[src/rtl/apb_master_arbiter.sv]
// rtl/apb_master_arbiter.sv - two-master round-robin APB arbiter driving one slave-side APB bus
module apb_master_arbiter #(
    parameter int ADDR_W = 32,
    parameter int DATA_W = 32
) (
    input  logic                PCLK,
    input  logic                PRESETn,
    input  logic                M0_PSEL,
    input  logic                M0_PENABLE,
    input  logic [ADDR_W-1:0]   M0_PADDR,
    input  logic                M0_PWRITE,
    input  logic [DATA_W-1:0]   M0_PWDATA,
    input  logic [DATA_W/8-1:0] M0_PSTRB,
    output logic                M0_PREADY,
    output logic [DATA_W-1:0]   M0_PRDATA,
    output logic                M0_PSLVERR,
    input  logic                M1_PSEL,
    input  logic                M1_PENABLE,
    input  logic [ADDR_W-1:0]   M1_PADDR,
    input  logic                M1_PWRITE,
    input  logic [DATA_W-1:0]   M1_PWDATA,
    input  logic [DATA_W/8-1:0] M1_PSTRB,
    output logic                M1_PREADY,
    output logic [DATA_W-1:0]   M1_PRDATA,
    output logic                M1_PSLVERR,
    output logic                PSEL,
    output logic                PENABLE,
    output logic [ADDR_W-1:0]   PADDR,
    output logic                PWRITE,
    output logic [DATA_W-1:0]   PWDATA,
    output logic [DATA_W/8-1:0] PSTRB,
    input  logic                PREADY,
    input  logic                PSLVERR,
    input  logic [DATA_W-1:0]   PRDATA,
    output logic                GNT,
    output logic                BUSY
);

    typedef enum logic [1:0] {
        ST_IDLE,
        ST_SETUP,
        ST_ACCESS
    } state_t;

    state_t state, state_nxt;
    logic   gnt, gnt_nxt;
    logic   last, last_nxt;

    // Master PENABLE carries no sequencing information; the slave phase is regenerated here.
    logic unused_penable;
    assign unused_penable = M0_PENABLE | M1_PENABLE;

    always_ff @(posedge PCLK or negedge PRESETn) begin
        if (!PRESETn) begin
            state <= ST_IDLE;
            gnt   <= 1'b1;
            last  <= 1'b1;
        end else begin
            state <= state_nxt;
            gnt   <= gnt_nxt;
            last  <= last_nxt;
        end
    end

    always_comb begin
        state_nxt  = state;
        gnt_nxt    = gnt;
        last_nxt   = last;
        PSEL       = 1'b0;
        PENABLE    = 1'b0;
        PADDR      = '0;
        PWRITE     = 1'b0;
        PWDATA     = '0;
        PSTRB      = '0;
        M0_PREADY  = 1'b0;
        M0_PRDATA  = '0;
        M0_PSLVERR = 1'b0;
        M1_PREADY  = 1'b0;
        M1_PRDATA  = '0;
        M1_PSLVERR = 1'b0;

        case (state)
            ST_IDLE: begin
                if (M0_PSEL || M1_PSEL) begin
                    // On a tie the master that was not served last wins.
                    gnt_nxt   = (M0_PSEL && M1_PSEL) ? ~last : M1_PSEL;
                    state_nxt = ST_SETUP;
                end
            end
            ST_SETUP: begin
                PSEL      = 1'b1;
                state_nxt = ST_ACCESS;
            end
            ST_ACCESS: begin
                PSEL    = 1'b1;
                PENABLE = 1'b1;
                if (gnt) begin
                    M1_PREADY  = PREADY;
                    M1_PRDATA  = PRDATA;
                    M1_PSLVERR = PSLVERR;
                end else begin
                    M0_PREADY  = PREADY;
                    M0_PRDATA  = PRDATA;
                    M0_PSLVERR = PSLVERR;
                end
                if (PREADY) begin
                    last_nxt  = gnt;
                    state_nxt = ST_IDLE;
                end
            end
            default: begin
                state_nxt = ST_IDLE;
            end
        endcase

        // The stored grant drives the mux even if that master drops PSEL mid-transfer.
        if (state != ST_IDLE) begin
            PADDR  = gnt ? M1_PADDR  : M0_PADDR;
            PWRITE = gnt ? M1_PWRITE : M0_PWRITE;
            PWDATA = gnt ? M1_PWDATA : M0_PWDATA;
            PSTRB  = gnt ? M1_PSTRB  : M0_PSTRB;
        end
    end

    assign BUSY = (state != ST_IDLE);
    assign GNT  = gnt;

endmodule

[config.mk]
export PLATFORM = sky130hd
export DESIGN_NAME = apb_master_arbiter
export DESIGN_NICKNAME = d
export VERILOG_FILES = /design/src/rtl/apb_master_arbiter.sv
export SDC_FILE = /design/constraint.sdc
export NUM_CORES = 1
export LEC_CHECK = 0
export ABC_CLOCK_PERIOD_IN_PS = 4070
export BUFFER_PORTS_ARGS = -buffer_cell sky130_fd_sc_hd__clkbuf_2
export CORE_AREA = 2 2 124 126
export DETAILED_ROUTE_END_ITERATION = 8
export DIE_AREA = 0 0 126 128
export GPL_TIMING_DRIVEN = 1
export MAX_ROUTING_LAYER = met4
export PLACE_DENSITY = 0.48
export SLEW_MARGIN = 20
export SYNTH_ARGS = -nofsm -noshare
export SYNTH_HDL_FRONTEND = slang
export SYNTH_SLANG_ARGS = --single-unit
[constraint.sdc]
create_clock -name PCLK -period 4.07 [get_ports PCLK]
set_input_delay 0.814 -clock PCLK [delete_from_list [all_inputs] [get_ports PCLK]]
set_output_delay 0.814 -clock PCLK [all_outputs]
set_load 0.01 [all_outputs]
==> impl_metrics.prom <==
# TYPE chip_impl_metric gauge
chip_impl_metric{name="finish.net_count",unit=""} 736
chip_impl_info{name="run_status",value="completed"} 1
chip_impl_metric{name="grtUsageMet3",unit=""} 0.0188
chip_impl_metric{name="core_region_area",unit="um2"} 14900
chip_impl_metric{name="max_cap_violations",unit=""} 0
chip_impl_info{name="cts_root_buf",value="clkbuf_16"} 1
chip_impl_metric{name="area_added_between_synthesis_and_finish",unit="%"} 99.5
chip_impl_metric{name="cellLeakagePower",unit="uW"} 0.00241
chip_impl_metric{name="power-per-cell-area",unit="nW/um2"} 563
chip_impl_metric{name="ctsResizeCount",unit=""} 0
chip_impl_metric{name="route.antenna.remaining_nets",unit=""} 0
chip_impl_metric{name="n_fill_cell",unit=""} 1709
chip_impl_info{name="criticalPathCategory",value="register to output pin"} 1
chip_impl_metric{name="insertion_delay_of_the_later_clocked_pin_in_the_worst_skew_pair",unit="ns"} 0.22
chip_impl_info{name="main_combinational_cell_family_by_area_after_synthesis",value="simple AND/OR/NAND/NOR gates"} 1
chip_impl_metric{name="cts.hold.buffers_added",unit=""} 0
chip_impl_metric{name="postSynth.asyncResetShare",unit=""} 1.00
chip_impl_metric{name="grt_start_max_net_pins",unit=""} 54
chip_impl_metric{name="fmaxAchievable",unit="MHz"} 364
chip_impl_metric{name="initialDrtViolationCount",unit=""} 75
chip_impl_metric{name="numCtsBuffers",unit=""} 3
chip_impl_metric{name="grt_antenna_before_repair",unit=""} 0
chip_impl_info{name="r2r-end",value="state[1]$_DFFE_PN0P_"} 1
chip_impl_metric{name="fin_total_pwr",unit="uW"} 2020
chip_impl_metric{name="synth.yosys.warnings",unit=""} 0
chip_impl_metric{name="total_half_perimeter_wirelength_after_legalization_and_detailed_placement",unit="mm"} 7.34
chip_impl_metric{name="die-area",unit="um2"} 16100
chip_impl_info{name="endpoint_kind",value="output pin"} 1
chip_impl_metric{name="final_layout_size_suffix_gt1_frac",unit=""} 0.595
chip_impl_metric{name="setup_viol_count_final",unit=""} 0
chip_impl_info{name="path_category_of_the_worst_min_delay_check",value="input port to asynchronous set/reset pin"} 1
chip_impl_info{name="top_usage_layer",value="met2"} 1
chip_impl_metric{name="die_height",unit="um"} 128
chip_impl_metric{name="effective_utilization_at_floorplan",unit=""} 0.121
chip_impl_metric{name="ys_seq_area_frac",unit=""} 0.0571
chip_impl_metric{name="synth_cells",unit=""} 255
chip_impl_metric{name="globalRoute.totalOverflow",unit=""} 0
chip_impl_info{name="r2r-start",value="state[0]$_DFFE_PN0P_"} 1
chip_impl_metric{name="floorplan.io_pins",unit=""} 319
chip_impl_metric{name="max_root_sink_buffers",unit=""} 2
chip_impl_metric{name="antenna_cells",unit=""} 0
chip_impl_metric{name="totalNegativeSetupSlack",unit="ns"} 0
chip_impl_metric{name="globalplace.congestion",unit=""} 0.780
chip_impl_metric{name="port_buffers",unit=""} 316
chip_impl_metric{name="post_synth_edffs",unit=""} 0
chip_impl_metric{name="clock_sink_count",unit=""} 4
chip_impl_metric{name="rrSetupSlack",unit="ns"} 2.23
chip_impl_metric{name="ir_drop",unit="mV"} 0.340
chip_impl_metric{name="drcViolationCount",unit=""} 0
chip_impl_metric{name="post_synthesis_share_of_cell_area_spent_on_full_adders_half_adders_and_majority_gates",unit=""} 0.0279
chip_impl_metric{name="met1_usage_grt",unit=""} 0.113
chip_impl_metric{name="vias",unit=""} 2791
chip_impl_metric{name="post_synthesis_compound_gate_area_fraction",unit=""} 0.0153
chip_impl_metric{name="cts_setup_buffers",unit=""} 0
chip_impl_metric{name="timing.final.hold_violations",unit=""} 0
chip_impl_metric{name="r2r_cells",unit=""} 5
chip_impl_metric{name="timing.final.crit_share",unit=""} 0.676
chip_impl_metric{name="die_x_extent",unit="um"} 126
chip_impl_metric{name="vias_per_cell",unit=""} 3.77
chip_impl_metric{name="clkSlewWorstSetupHoldPaths",unit="ns"} 0.03
chip_impl_metric{name="post_synth_num_cell_types",unit=""} 23
chip_impl_metric{name="post_synthesis_sequential_element_count",unit=""} 4
chip_impl_metric{name="htreeDepth",unit=""} 1
chip_impl_metric{name="worstPathArrival",unit="ns"} 1.94
chip_impl_metric{name="synth-xor-area-share",unit=""} 0
chip_impl_info{name="tritoncts",value="built"} 1
chip_impl_metric{name="timing.slew.headroom",unit=""} 0.641
chip_impl_metric{name="grt_pass1_vias",unit=""} 2390
chip_impl_metric{name="final-max-slew-violation-count",unit=""} 0
chip_impl_metric{name="timing.critical_path.required",unit="ns"} 3.26
chip_impl_metric{name="timing.final.crit_period",unit="ns"} 2.75
chip_impl_metric{name="groute.usage.overall",unit=""} 0.0930
chip_impl_metric{name="synth-simple-area-share",unit=""} 0.401
chip_impl_metric{name="finalWirelength",unit="mm"} 8.39
chip_impl_info{name="startpoint_type",value="register"} 1
chip_impl_metric{name="skew",unit="ns"} 0.00117
chip_impl_metric{name="global_route_wire_length_before_repair",unit="mm"} 12.0
chip_impl_metric{name="post_synth_instance_area",unit="um2"} 1800
chip_impl_metric{name="gr_util_met2",unit=""} 0.169
chip_impl_info{name="rsz0062_at_grt",value="false"} 1
chip_impl_metric{name="worst_slew_pin_slew",unit="ns"} 0.537
chip_impl_metric{name="worstPathMaxFanout",unit=""} 53
chip_impl_metric{name="firstDrtPassIters",unit=""} 4
chip_impl_metric{name="post_drt_wl_per_cell",unit="um"} 11.3
chip_impl_metric{name="mappedNetlistNets",unit=""} 437
chip_impl_metric{name="syn_area_per_cell",unit="um2"} 7.04
chip_impl_metric{name="post_synth_mux_area_share",unit=""} 0.397
chip_impl_info{name="synth_flop_cell",value="dfstp_2"} 1
chip_impl_metric{name="core.rowCount",unit=""} 45
-- through the flow --
stage	hold WS, ns	area [um2]	util	std cells	setup slack (ns)
after global routing	0.402	3580	0.241	741	1.22
final	0.397	3580	0.241	741	1.32
after global placement	0.570	3500	0.236	737	1.53
after floorplan	0.518	1800	-	255	1.93
after detailed placement	0.569	3500	0.236	737	1.55
after CTS	0.396	3580	0.241	741	1.30
-- kinds of logic after synthesis --
family                     count (synthesis)
and+or+nand+nor                          143
muxes                                     71
buffers and inverters                     29
AOI/OAI and AO/OA                          4
adders and majority gates                  4
DFF                                        4
-- critical path: stages (launching register included) --
cell	delay (ns)
dfstp_4	0.85
buf_12	0.33
mux2i_1	0.28
nor2_1	0.06
clkbuf_2	0.13
-- cell usage in the layout, fill, tap and decap left out --
master	instances
nor2b_4	1
clkbuf_16	3
a32o_1	1
clkbuf_2	316
o21a_1	1
nor2_1	70
a21oi_1	1
dfrtp_1	2
mux2_2	2
and3_1	34
dfstp_2	1
and2b_1	1
dfstp_4	1
clkbuf_1	1
inv_1	3
ha_1	3
nand2_1	3
buf_12	2
and2_1	34
o21ai_0	1
ha_2	1
mux2i_1	69
buf_4	2
-- metal layers --
layer  routed length (um)  part of all wire  vias to the layer above
met5                    0                 0                        -
li1                     -                 -                     1452
met1                 3390              0.40                     1174
met2                 4220              0.50                      165
met3                  773             0.092                        0
met4                    0                 0                        0
-- final cells by class --
| cell class | instances | area [um2] | share of cell area |
|---|---|---|---|
| repair buffers | 320 | 1640 | 0.457 |
| multi-input cells | 222 | 1510 | 0.423 |
| well taps | 188 | 235 | 0.0657 |
| inverters | 3 | 11.3 | 0.00314 |
| flip-flops and latches | 4 | 106 | 0.0297 |
| clock buffers | 4 | 78.8 | 0.0220 |
-- cell usage after synthesis (3+ instances only) --
library cell / n / area (um2)
buf_1: 3 / 11.3
and3_1: 34 / 213
clkbuf_1: 7 / 26.3
mux2i_1: 69 / 691
clkbuf_2: 6 / 30.0
and2_1: 34 / 213
nor2_1: 70 / 263
nand2_1: 3 / 11.3
buf_4: 5 / 37.5
ha_1: 4 / 50.1
inv_1: 3 / 11.3
-- worst max path at each step --
| stage | cells after the start | slack (ns) | end | startpoint |
|---|---|---|---|---|
| 5_1_grt | 4 | 1.22 | PADDR[29] | GNT$_DFFE_PN1P_ |
| 3_3_place_gp | 4 | 1.53 | PADDR[29] | GNT$_DFFE_PN1P_ |
| 3_5_place_dp | 4 | 1.55 | PADDR[29] | GNT$_DFFE_PN1P_ |
| 4_1_cts | 4 | 1.30 | PADDR[30] | GNT$_DFFE_PN1P_ |
| 2_1_floorplan | 5 | 1.93 | M0_PRDATA[10] | state[0]$_DFFE_PN0P_ |
| 6_report | 4 | 1.32 | PADDR[29] | GNT$_DFFE_PN1P_ |
-- state kept, by name, indices dropped and copies added (netlist names) --
name / count
state: 2
GNT: 1
last: 1
-- where the power goes --
| group | internal, uW | switching (uW) |
|---|---|---|
| logic | 766 | 949 |
| clock network | 129 | 27.8 |
| registers | 72.7 | 70.1 |
Note: power is estimated with default switching activity, not from simulation.
